## src/rtl/spi_master.sv

```systemverilog
// Mode-0 SPI master: CPOL=0, CPHA=0, MSB first, 8-bit frames, SCK divided from SYSCLK.
// Supports single transfers and CS-held bursts, with an enforced CS-high gap between frames.
module spi_master #(
   parameter int HALF_PERIOD = 4,
   parameter int CS_GAP      = 4
) (
   input  logic       SYSCLK,
   input  logic       RST,
   input  logic [7:0] DIN,
   input  logic       START,
   input  logic       KEEP_CS,
   input  logic       RELEASE,
   output logic       READY,
   output logic       BUSY,
   output logic [7:0] DOUT,
   output logic       DONE,
   output logic       SCK,
   output logic       MOSI,
   input  logic       MISO,
   output logic       CS
);

   localparam logic [7:0] HP_LAST  = 8'(HALF_PERIOD - 1);
   localparam logic [7:0] GAP_LAST = 8'(CS_GAP - 1);

   typedef enum logic [2:0] {
      IDLE, SETUP, HIGH, LOW, BURST, GAP
   } state_t;

   state_t     state, state_nxt;
   logic [7:0] div_cnt;
   logic [2:0] bit_cnt;
   logic       last_bit;
   logic       keep_cs;
   logic [7:0] tx, rx;
   logic       accept, hi_end, frame_end, counting;

   always_ff @(posedge SYSCLK) begin
      if (RST) state <= IDLE;
      else     state <= state_nxt;
   end

   always_comb begin
      state_nxt = state;
      accept    = 1'b0;
      hi_end    = 1'b0;
      frame_end = 1'b0;
      counting  = 1'b0;
      case (state)
         IDLE: begin
            if (START) begin
               accept    = 1'b1;
               state_nxt = SETUP;
            end
         end
         SETUP: begin
            counting = 1'b1;
            if (div_cnt == HP_LAST) state_nxt = HIGH;
         end
         HIGH: begin
            counting = 1'b1;
            if (div_cnt == HP_LAST) begin
               hi_end    = 1'b1;
               state_nxt = LOW;
            end
         end
         LOW: begin
            counting = 1'b1;
            if (div_cnt == HP_LAST) begin
               if (last_bit) begin
                  frame_end = 1'b1;
                  state_nxt = keep_cs ? BURST : GAP;
               end else begin
                  state_nxt = HIGH;
               end
            end
         end
         BURST: begin
            // START takes precedence over RELEASE when both arrive together
            if (START) begin
               accept    = 1'b1;
               state_nxt = SETUP;
            end else if (RELEASE) begin
               state_nxt = GAP;
            end
         end
         GAP: begin
            counting = 1'b1;
            if (div_cnt == GAP_LAST) state_nxt = IDLE;
         end
         default: state_nxt = IDLE;
      endcase
   end

   // Pin outputs are decoded from the next state so every output is a plain register
   always_ff @(posedge SYSCLK) begin
      if (RST) begin
         div_cnt  <= 8'd0;
         bit_cnt  <= 3'd0;
         last_bit <= 1'b0;
         keep_cs  <= 1'b0;
         READY    <= 1'b1;
         BUSY     <= 1'b0;
         CS       <= 1'b1;
         SCK      <= 1'b0;
         MOSI     <= 1'b0;
         DOUT     <= 8'd0;
         DONE     <= 1'b0;
      end else begin
         div_cnt <= (state_nxt != state || !counting) ? 8'd0 : div_cnt + 8'd1;
         READY   <= (state_nxt == IDLE) || (state_nxt == BURST);
         BUSY    <= (state_nxt == SETUP) || (state_nxt == HIGH) || (state_nxt == LOW);
         CS      <= (state_nxt == IDLE) || (state_nxt == GAP);
         SCK     <= (state_nxt == HIGH);
         DONE    <= frame_end;
         if (accept) begin
            keep_cs  <= KEEP_CS;
            bit_cnt  <= 3'd0;
            last_bit <= 1'b0;
            MOSI     <= DIN[7];
         end
         if (hi_end) begin
            bit_cnt  <= bit_cnt + 3'd1;
            last_bit <= (bit_cnt == 3'd7);
            if (bit_cnt != 3'd7) MOSI <= tx[6];
         end
         if (frame_end) DOUT <= rx;
      end
   end

   always_ff @(posedge SYSCLK) begin
      if (accept)      tx <= DIN;
      else if (hi_end) tx <= {tx[6:0], 1'b0};
      if (hi_end)      rx <= {rx[6:0], MISO};
   end

endmodule
```

## config.mk

```make
export PLATFORM = sky130hd
export DESIGN_NAME = spi_master
export DESIGN_NICKNAME = d
export VERILOG_FILES = /design/src/rtl/spi_master.sv
export SDC_FILE = /design/constraint.sdc
export NUM_CORES = 1
export LEC_CHECK = 0
export CAP_MARGIN = 20
export CORE_ASPECT_RATIO = 0.7
export CORE_UTILIZATION = 51
export DETAILED_ROUTE_END_ITERATION = 12
export PLACE_DENSITY_LB_ADDON = 0.12
export SYNTH_ARGS = -nofsm -noshare
export SYNTH_HDL_FRONTEND = slang
export SYNTH_SLANG_ARGS = --single-unit
```

## constraint.sdc

```tcl
create_clock -name SYSCLK -period 3.2 [get_ports SYSCLK]
set_clock_uncertainty 0.1 [all_clocks]
set_input_delay 0.48 -clock SYSCLK [delete_from_list [all_inputs] [get_ports SYSCLK]]
set_output_delay 0.48 -clock SYSCLK [all_outputs]
set_load 0.02 [all_outputs]
```

==> qor.yml, run 1 <==
synthesis:
  yosys-top-cells-area: "dfxtp_1 (33%), edfxtp_1 (24%), nand2_1 (5.1%), mux2_2 (4.3%), nor2_1 (3.7%)"
  synth.avg_cell_area_um2: 10.3
  synth_most_common_cell: "dfxtp_1"
  synth_seq_cells: 45
  synth_ff_type: "dfxtp_1"
  synth_commonest_cells: "dfxtp_1 (30), nand2_1 (25), nor2_1 (18)"
  yosys_warnings: 0
  syn_inst: 179
  yosys.area.top_type: "dfxtp_1"
  synthArstFlopShare: 0
  synth.distinct_cells: 43
  synth_area_um2: 1850
  ys_seq_area_frac: 0.569
  synth_edf_count: 15
  synth.net_count: 196
  synth_top_area_share: 0.325
worst_setup_path:
  critical_path_required_ns: 3.28
  regToRegStartpoint: "div_cnt[0]"
  critical_path_class: "register to register"
  path_cells: "ha_1, or3b_2, or4_1, nand2_1, mux2_2, nor2_1"
  critPathSlowestCell: "or4_1"
  crit_fanout: 8
  worst_setup_path_end_kind: "register"
  r2r_slack_ns: 0.63
  timing.rr.end: "bit_cnt[0]"
  r2r_cells: 6
  crit_buf_inv: 0
  cp_data_arrival_time_ns: 2.65
  worstSetupStartpointType: "register"
  critical-path-top-delay-family: "simple AND/OR/NAND/NOR gates"
  crit_path_max_incr_delay_ns: 0.63
floorplan:
  start_util: 0.560
  core.rowCount: 17
  die_h_um: 52.3
  core_area_um2: 3300
  die_x_um: 73.9
  dieArea_um2: 3870
  ios: 28
worst_hold_path:
  whs_endpoint: "div_cnt[0]"
  holdPathStages: 1
  hp-class: "register to register"
  hp-start: "div_cnt[0]"
cells_and_area:
  fin_nets: 225
  area_growth_pct: 21.2
  drive_above_1_share: 0.0865
  diodes: 0
  stdcell_area_um2: 2240
power_and_ir_drop:
  power.internal_uw: 786
  p_sw_uw: 214
  power_mw: 1.00
  power_frac_seq: 0.608
  irDropWorstVdd_uv: 300
  clock_power_share: 0.323
  combPwrFrac: 0.068
  powerDensity_nw_per_um2: 447
  p_leak_nw: 0.770
  switching_share: 0.214
global_routing:
  grt_overflow: 0
  antenna_found_initial: 0
  grt_pass1_wl_mm: 5.78
  grt_max_degree: 21
  gr-usage-all-layers: 0.206
  grt_pass1_vias: 1264
place:
  dp_hpwl_mm: 2.51
  io_buffer_count: 27
  place_congestion: 0.829
  dpl_cell_area_um2: 2160
timing:
  max-slew-margin-rel: 0.535
  post-route-period-util: 0.802
  rsz0062_at_grt: "false"
  worst_pin_slew_ns: 0.697
  final_hold_viol_count: 0
  tns_ns: 0
  slew_violations: 0
  min_period_ns: 2.57
  finalSetupViolations: 0
  max_clock_freq_mhz: 390
clock_network:
  cts-resized-gates: 0
  htree_levels: 2
  clk_latency_ns: 0.29
  cts_buffer_depth: 2
  root_buffer: "clkbuf_8"
  hold_buffers: 0
  cts_tree: "built"
  cts_setup_buffers: 0
  clkSinkCount: 45
  cts-buffers-inserted: 5
  path_clk_slew_ns: 0.08
route:
  routed_via_density: 5.41
  drtAntennaViolNets: 0
  drt_wl_total_mm: 3.49
  drc: 0
  routedWlPerCell_um: 13.7
  drt_iter0_drc: 118
  drtPass1Iterations: 4
  vias: 1380
run_status:
  status: "finished, final reports clean"
run:
  cap_violations: 0
-- power groups by stage --
stage	combinational [mW]	sequential (mW)	clock (mW)
after floorplan	0.0348	0.623	0
after global placement	0.0662	0.621	0
after detailed placement	0.0684	0.622	0
after CTS	0.0686	0.608	0.330
after global routing	0.0740	0.610	0.352
final	0.0685	0.609	0.323
-- how the worst max path moves through the flow --
stage	from	endpoint	slack [ns]	cells past startpoint
floorplan	div_cnt[0]	rx[0]	0.91	4
global placement	div_cnt[0]	bit_cnt[0]	0.76	6
detailed placement	div_cnt[0]	bit_cnt[0]	0.65	6
CTS	div_cnt[0]	bit_cnt[0]	0.65	6
global route	div_cnt[0]	CS	0.51	6
finish	div_cnt[0]	bit_cnt[0]	0.63	6
-- stage by stage --
| step | std cells | setup WS (ns) | util | hold WS (ns) |
|---|---|---|---|---|
| 4_1_cts | 255 | 0.648 | 0.679 | 0.357 |
| 5_1_grt | 255 | 0.509 | 0.679 | 0.368 |
| 2_1_floorplan | 179 | 0.909 | - | 0.318 |
| 3_5_place_dp | 248 | 0.651 | 0.655 | 0.340 |
| 6_report | 255 | 0.635 | 0.679 | 0.354 |
| 3_3_place_gp | 248 | 0.758 | 0.655 | 0.330 |
-- placed cells by master (no fill, tap or decap), types with 2 or more instances in the layout --
cell type | synthesis | final
a21oi_1 | 13 | 13
a31oi_1 | 5 | 5
and3_1 | 3 | 3
buf_4 | 0 | 2
clkbuf_8 | 0 | 5
clkdlybuf4s50_1 | 0 | 27
dfxtp_1 | 30 | 30
edfxtp_1 | 15 | 15
ha_1 | 3 | 3
inv_1 | 5 | 5
mux2_2 | 7 | 7
nand2_1 | 25 | 25
nand3_1 | 7 | 7
nor2_1 | 18 | 18
nor3_1 | 4 | 4
o21a_1 | 2 | 2
o21ai_0 | 4 | 4
or4_1 | 2 | 2
xnor2_1 | 4 | 4
xor2_1 | 2 | 2
-- state kept, by name, indices dropped and copies added, names as in the netlist, 3 cells and up --
name,count
DOUT,8
bit_cnt,3
div_cnt,8
rx,8
state,3
tx,7
-- area by class of cell --
type / count / area (um2)
clock buffers: 6 / 72.6
flip-flops and latches: 45 / 1050
inverters: 5 / 18.8
clock inverters: 1 / 3.75
fillers: 264 / 1060
repair buffers: 29 / 285
well taps: 47 / 58.8
multi-input cells: 122 / 747
-- metal layers --
metal,global-route usage,part of all wire
met1,0.267,0.46
met2,0.311,0.46
met3,0.0654,0.075
met4,0.0994,0.011
met5,0,0
-- cell families (layout without fill, tap and decap cells) --
family                     Yosys count  after routing  synth area share
AOI/OAI and AO/OA                   34             34             0.117
xor gates and xnor gates             6              6            0.0285
adders and majority gates            3              3            0.0203
buffers and inverters               12             41            0.0258
DFF                                 45             45             0.569
muxes                                8              8            0.0481
and+or+nand+nor                     71             71             0.191
(Power assumes the default switching activity.)
==> run 2: changes to the inputs <==
--- a/config.mk
+++ b/config.mk
@@ -7,7 +7,7 @@
 export LEC_CHECK = 0
 export CAP_MARGIN = 20
 export CORE_ASPECT_RATIO = 0.7
-export CORE_UTILIZATION = 51
+export CORE_UTILIZATION = 47
 export DETAILED_ROUTE_END_ITERATION = 12
 export PLACE_DENSITY_LB_ADDON = 0.12
 export SYNTH_ARGS = -nofsm -noshare
==> constraint.sdc (replaced) <==
create_clock -name SYSCLK -period 2.28 [get_ports SYSCLK]
set_clock_uncertainty 0.1 [all_clocks]
set_input_delay 0.342 -clock SYSCLK [delete_from_list [all_inputs] [get_ports SYSCLK]]
set_output_delay 0.342 -clock SYSCLK [all_outputs]
set_load 0.02 [all_outputs]
==> run 2 against run 1 <==
Final cell count grew 6.3%; fmax grew 19%; sequential share of layout area shrank 3.4 points; first-iteration DRC count shrank 50%; flip-flop and latch count is the same; cell area grew 7.9%; sequential power grew 40%.
==> qor.yml, run 2 (synthesis results as in run 1) <==
timing:
  final_hold_viol_count: 0  # unchanged
  finalSetupViolations: 0  # unchanged
  setup_ws_ns: 0.118  # -0.517 ns
  min_period_ns: 2.16  # -0.403 ns
  max_clock_freq_mhz: 463  # +19%
  rsz0062_at_grt: "false"
  tns_ns: 0  # unchanged
  max-slew-margin-rel: 0.665  # +0.131
  worst_pin_slew_ns: 0.501  # -0.196 ns
  post-route-period-util: 0.948  # +0.147
  slew_violations: 0  # unchanged
run:
  cap_violations: 0  # unchanged
worst_setup_path:
  timing.rr.end: "tx[6]"
  r2r_slack_ns: 0.12  # -0.52 ns
  cp_data_arrival_time_ns: 2.09  # -0.56 ns
  worst_setup_path_end_kind: "register"
  crit_fanout: 4  # -4
  crit_start: "div_cnt[0]"
  critical_path_class: "register to register"
  r2r_cells: 5  # -1
  worstSetupStartpointType: "register"
  regToRegStartpoint: "div_cnt[0]"
  critical_path_required_ns: 2.21  # -1.07 ns
  timing.critical_path.to: "tx[6]"
cells_and_area:
  stdcell_count: 271  # +6.3%
  fin_nets: 237  # +5.3%
  largestRegisters: "DOUT: 8 flops, div_cnt: 8 flops, rx: 8 flops"
  final_common_cell: "dfxtp_1"
  diodes: 0  # unchanged
  area_growth_pct: 30.8
  layout_common_cells: "dfxtp_1 (29), clkdlybuf4s50_1 (27), nand2_1 (25)"
  drive_above_1_share: 0.181  # +0.0945
floorplan:
  die_h_um: 54.4  # +4.0%
  dieArea_um2: 4190  # +8.2%
  start_util: 0.509  # -0.0508
  ios: 28  # unchanged
  core.rowCount: 18  # +1
  core_area_um2: 3630  # +10%
  die_x_um: 76.9  # +4.1%
route:
  drt_wl_total_mm: 3.79  # +8.5%
  drtPass1Iterations: 4  # unchanged
  routed_via_density: 5.37  # -0.72%
  routedWlPerCell_um: 14.0  # +2.1%
  vias: 1456  # +5.5%
  drtAntennaViolNets: 0  # unchanged
  drc: 0  # unchanged
  drt_iter0_drc: 59  # -50%
clock_network:
  cts_setup_buffers: 0  # unchanged
  clkSinkCount: 45  # unchanged
  clk_latency_ns: 0.30  # about the same
  cts_tree: "built"
  cts-resized-gates: 0  # unchanged
  htree_levels: 2  # unchanged
  hold_buffers: 0  # unchanged
  root_buffer: "clkbuf_8"
  path_clk_slew_ns: 0.08  # about the same
  cts_buffer_depth: 2  # unchanged
  cts-buffers-inserted: 5  # unchanged
global_routing:
  grt_pass1_wl_mm: 6.19  # +7.0%
  grt_max_degree: 20  # -4.8%
  grt_pass1_vias: 1329  # +5.1%
  grt_overflow: 0  # unchanged
  gr-usage-all-layers: 0.201  # -0.00446
  antenna_found_initial: 0  # unchanged
power_and_ir_drop:
  p_leak_nw: 0.862  # +12%
  powerDensity_nw_per_um2: 687  # +54%
  irDropWorstVdd_uv: 573  # +91%
place:
  place_congestion: 0.921  # +11%
  place_ws_ns: 0.0337  # -0.617 ns
  dp_hpwl_mm: 2.77  # +10%
  dp.cells: 263  # +6.0%
  io_buffer_count: 27  # unchanged
worst_hold_path:
  hp-class: "register to register"
run_status:
  status: "finished, final reports clean"
run 2: changes by cell type in the layout (fill, tap and decap cells not counted), sizes merged:
cell and delta:
bufinv +2, buf +12, clkbuf -1
run 2: where the power goes:
group	leakage (nW)	internal (mW)	switching [mW]	total [mW]
sequential	0.383	0.845	0.0104	0.855
clock	0.0681	0.435	0.267	0.702
combinational	0.412	0.0559	0.0451	0.101
run 2: worst min-delay path by stage:
stage | from | end | slack, ns | depth (start not counted)
after global placement | div_cnt[0] | div_cnt[0] | 0.33 | 1
after global routing | div_cnt[0] | div_cnt[0] | 0.34 | 1
after CTS | div_cnt[0] | div_cnt[0] | 0.36 | 1
after floorplan | div_cnt[0] | div_cnt[0] | 0.32 | 1
final | div_cnt[0] | div_cnt[0] | 0.32 | 1
after detailed placement | rx[2] | rx[3] | 0.34 | 0
run 2: stage by stage:
stage	hold WS, ns	instance area, um2	util	power (mW)
CTS	0.360	2390	0.660	1.67
finish	0.320	2410	0.666	1.66
detailed placement	0.340	2260	0.623	0.973
global route	0.345	2410	0.666	1.71
global placement	0.331	2260	0.623	0.969
floorplan	0.318	1850	-	0.923
run 2: per-layer routing:
| layer | vias up | part of all wire | global-route usage |
|---|---|---|---|
| met3 | 7 | 0.045 | 0.0550 |
| met1 | 692 | 0.48 | 0.254 |
| met5 | - | 0 | 0 |
| met2 | 36 | 0.46 | 0.329 |
| met4 | 0 | 0.012 | 0.0962 |
| li1 | 721 | - | - |
run 2: cell type report:
class | instances | area, um2
fill | 289 | 1210
sequential | 45 | 1050
multi-input combinational | 122 | 772
timing repair buffer | 41 | 375
clock buffer | 5 | 68.8
clock inverter | 3 | 65.1
tap | 50 | 62.6
inverter | 5 | 18.8
run 2: worst max-delay path, stage by stage, from the launching register on:
cell and delay [ns]:
dfxtp_2 0.34, ha_1 0.16, or3b_2 0.48, or4_4 0.51, nand2_1 0.13, buf_4 0.16
==> RTL change 1: new RTL, flow settings as in run 2 <==
Re-encode `state_t` (6 states) as Gray code, 3 bits wide.
--- a/src/rtl/spi_master.sv
+++ b/src/rtl/spi_master.sv
@@ -24,7 +24,7 @@
    localparam logic [7:0] GAP_LAST = 8'(CS_GAP - 1);
 
    typedef enum logic [2:0] {
-      IDLE, SETUP, HIGH, LOW, BURST, GAP
+      IDLE = 3'b000, SETUP = 3'b001, HIGH = 3'b011, LOW = 3'b010, BURST = 3'b110, GAP = 3'b111
    } state_t;
 
    state_t     state, state_nxt;
Check against the original RTL: no difference found for any inputs over 10 cycles, from zero or initial values and one cycle with RST high; not proved beyond that.
==> RTL change 1 against run 2 <==
Maximum frequency rose by 0.99%. Utilization fell by 4.8 points. Power fell by 6.7%. Highest routed layer unchanged. Routed wire length fell by 2.4%. Count of clock-buffer cells in the layout rose by 1. Cell area rose by 0.31%. Via count rose by 0.41%. Setup slack improved by 0.021 ns. Critical path type unchanged. Area after synthesis rose by 4.9%. Worst hold slack improved by 0.032 ns. Critical endpoint is now CS$_SDFF_PP1_. Sequential cell count did not move. Largest cell class unchanged. Largest power group unchanged.
==> RTL change 1: results (changes against run 2) <==
finalWorstSetupSlack_ns: 0.1394  # was 0.1182 ns
final.fill_count: 347  # was 289
routed_wire_length_per_instance_um: 13.26  # was 13.99 um
drt_first_pass_iters: 5  # was 4
met3_usage: 0.05082  # was 0.05500
min_to: "rx[5]$_DFFE_PP_"  # was div_cnt[0]$_SDFF_PP0_
place_congestion: 0.8981  # was 0.9211
maxSlewHeadroom: 0.6285  # was 0.6654
met3WireLength_um: 266  # was 169 um
leakagePower_nw: 0.9331  # was 0.8624 nW
drive_gt1_frac: 0.1189  # was 0.1810
yosys-top-cells-area: "sky130_fd_sc_hd__dfxtp_1 (31%), sky130_fd_sc_hd__edfxtp_1 (23%), sky130_fd_sc_hd__nand2_1 (5.6%)"  # was sky130_fd_sc_hd__dfxtp_1 (33%), sky130_fd_sc_hd__edfxtp_1 (24%), sky130_fd_sc_hd__nand2_1 (5.1%)
timing.hold.worst_path_depth: 0  # was 1
dp_hpwl_um: 2620  # was 2767 um
global_route.usage.met2: 0.2571  # was 0.3289
grt_use_total: 0.1839  # was 0.2014
p_seq_mw: 0.857  # was 0.855 mW
outcome: "finished, final reports clean"  # unchanged
wl_met2_um: 1536  # was 1757 um
terminus_of_the_critical_flop_to_flop_path: "CS$_SDFF_PP1_"  # was tx[6]$_DFFE_PP_
synth_cell_types: 45  # was 43
routed_via_density: 5.240  # was 5.373
gr-usage-met1: 0.2683  # was 0.2544
layout.cell_area.non_filler_um2: 2422  # was 2415 um2
path_max_fanout: 6  # was 4
final_nets: 243  # was 237
[RTL change 1: cell types whose count changed after synthesis, sizes merged, moves of 3 or more]
cell / before / now
nand2b: 1 / 4
nor2: 18 / 21
buf: 3 / 6
xor2: 2 / 5
a21oi: 13 / 9
nand3: 7 / 11
inv: 5 / 1
xnor2: 4 / 1
nor2b: 0 / 4
mux2i: 1 / 10
mux2: 7 / 0
nand2: 25 / 29
[RTL change 1: cell families after synthesis]
group | after synthesis | share of synthesized area
and+or+nand+nor | 88 | 0.2269
DFF | 45 | 0.5430
AOI/OAI and AO/OA | 30 | 0.1086
muxes | 10 | 0.05172
buffers and inverters | 9 | 0.02326
xor gates and xnor gates | 6 | 0.02715
adders and majority gates | 3 | 0.01939
[RTL change 1: layout make-up]
type | instances | area share
timing repair buffer | 36 | 0.1395
multi-input combinational | 137 | 0.3543
inverter | 1 | 0.001550
clock buffer | 6 | 0.02996
tap | 52 | 0.02686
sequential | 45 | 0.4339
clock inverter | 2 | 0.01395
==> RTL change 2: new RTL, config.mk and constraints of run 2 <==
Without the edit above. Make the reset (`RST`) asynchronous in 2 clocked blocks.
--- a/src/rtl/spi_master.sv
+++ b/src/rtl/spi_master.sv
@@ -35,7 +35,7 @@
    logic [7:0] tx, rx;
    logic       accept, hi_end, frame_end, counting;
 
-   always_ff @(posedge SYSCLK) begin
+   always_ff @(posedge SYSCLK or posedge RST) begin
       if (RST) state <= IDLE;
       else     state <= state_nxt;
    end
@@ -93,7 +93,7 @@
    end
 
    // Pin outputs are decoded from the next state so every output is a plain register
-   always_ff @(posedge SYSCLK) begin
+   always_ff @(posedge SYSCLK or posedge RST) begin
       if (RST) begin
          div_cnt  <= 8'd0;
          bit_cnt  <= 3'd0;
Behaviour: differs if RST is asserted again (counterexample within 4 cycles, from zero or initial values and one cycle with RST high); with RST held inactive, the same outputs for 10 cycles.
==> RTL change 2 against run 2 <==
Critical path depth down 1. Cell area down 2.7%. Worst hold slack better by 0.0086 ns. Synthesized cell count down 12%. First-iteration DRC count up 29%. Setup slack better by 0.13 ns. Global-route usage down 2.9 points. Area after synthesis up 2.6%. Routed wire length down 14%. Sequential cell count unchanged. Maximum frequency up 6.3%. Critical endpoint is now tx[5]$_DFFE_PP_. Highest routed layer unchanged.
Power is not compared: it rests on default switching activity, and its combinational part moved more than twofold at a synthesized area within 25%.
==> RTL change 2: results (changes against run 2) <==
detailroute.via_count: 1209  # was 1456
fin_crit_sh: 0.8919  # was 0.9482
syn-num-nets: 174  # was 196
grt_pass1_wl_um: 5278  # was 6189 um
r2r_slack_ns: 0.25  # was 0.12 ns
synth_cell_types: 35  # was 43
largest_regs: "DOUT x8, div_cnt x8, rx x8"  # unchanged
yosys-top-cells-area: "sky130_fd_sc_hd__dfrtp_1 (37%), sky130_fd_sc_hd__edfxtp_1 (24%), sky130_fd_sc_hd__nand2_1 (5.4%)"  # was sky130_fd_sc_hd__dfxtp_1 (33%), sky130_fd_sc_hd__edfxtp_1 (24%), sky130_fd_sc_hd__nand2_1 (5.1%)
synth_sequential_area_ratio: 0.6358  # was 0.5695
drtIter0Drc: 76  # was 59
place_area_um2: 2238  # was 2260 um2
routed_wire_length_per_instance_um: 13.52  # was 13.99 um
yosys-top-cells-count: "sky130_fd_sc_hd__dfrtp_1 (28), sky130_fd_sc_hd__nand2_1 (27), sky130_fd_sc_hd__edfxtp_1 (15), sky130_fd_sc_hd__nor2_1 (13), sky130_fd_sc_hd__nand3_1 (10)"  # was sky130_fd_sc_hd__dfxtp_1 (30), sky130_fd_sc_hd__nand2_1 (25), sky130_fd_sc_hd__nor2_1 (18), sky130_fd_sc_hd__edfxtp_1 (15), sky130_fd_sc_hd__a21oi_1 (13)
cp-startpoint: "div_cnt[0]$_DFF_PP0_"  # was div_cnt[0]$_SDFF_PP0_
via_count_of_the_first_global_routing_pass: 1132  # was 1329
drive_gt1_frac: 0.1510  # was 0.1810
grt_use_total: 0.1724  # was 0.2014
place_congestion: 0.8015  # was 0.9211
terminus_of_the_critical_flop_to_flop_path: "tx[5]$_DFFE_PP_"  # was tx[6]$_DFFE_PP_
final_nets: 208  # was 237
final.fill_count: 292  # was 289
maximum_number_of_pins_on_one_net_before_global_route_repair: 31  # was 20
tightest_slew_ns: 0.4071  # was 0.5007 ns
worstHoldPathType: "in -> async"  # was reg -> reg
path_max_fanout: 7  # was 4
dpl_worst_slack_ns: 0.2339  # was 0.03374 ns
outcome: "finished, final reports clean"  # unchanged
-- RTL change 2: stage by stage --
stage	cells	hold WS, ns
2_1_floorplan	157	0.3204
3_3_place_gp	234	0.3234
3_5_place_dp	234	0.3360
4_1_cts	242	0.3457
5_1_grt	242	0.3590
6_report	242	0.3287
-- RTL change 2: area by class of cell --
cell class	instances	area share
Clock buffer	6	0.03088
Clock inverter	2	0.01651
Inverter	9	0.01438
Multi-Input combinational cell	98	0.2684
Sequential cell	45	0.5122
Tap cell	50	0.02662
Timing Repair Buffer	32	0.1310
-- RTL change 2: cells by family (layout without fill, tap and decap cells) --
| kind of cell | after synthesis | after routing | share of synthesized area |
|---|---|---|---|
| buf+inv | 14 | 49 | 0.03107 |
| fa+ha+maj | 3 | 3 | 0.01983 |
| flops | 45 | 45 | 0.6358 |
| compound gates | 13 | 13 | 0.04429 |
| xor+xnor | 7 | 7 | 0.03239 |
| mux | 11 | 11 | 0.06543 |
| simple gates | 64 | 64 | 0.1712 |
-- RTL change 2: power breakdown --
| part | total (mW) | leakage [nW] | internal, mW | switching (mW) |
|---|---|---|---|---|
| registers | 1.20 | 0.523 | 1.06 | 0.141 |
| clock network | 0.586 | 0.0554 | 0.329 | 0.257 |
| logic | 0.764 | 0.454 | 0.346 | 0.419 |
-- RTL change 2: layer usage --
layer	share of wire	vias up	track usage
met5	0	-	0
met2	0.45	22	0.2788
li1	-	599	-
met1	0.50	583	0.2295
met3	0.039	5	0.04426
met4	0.0089	0	0.06604
-- RTL change 2: worst max-delay path, stage by stage (launching register included) --
cell                      delay [ns]
sky130_fd_sc_hd__dfrtp_1        0.41
sky130_fd_sc_hd__ha_1           0.34
sky130_fd_sc_hd__nand3_1        0.17
sky130_fd_sc_hd__or3_1          0.38
sky130_fd_sc_hd__nand2_1        0.31
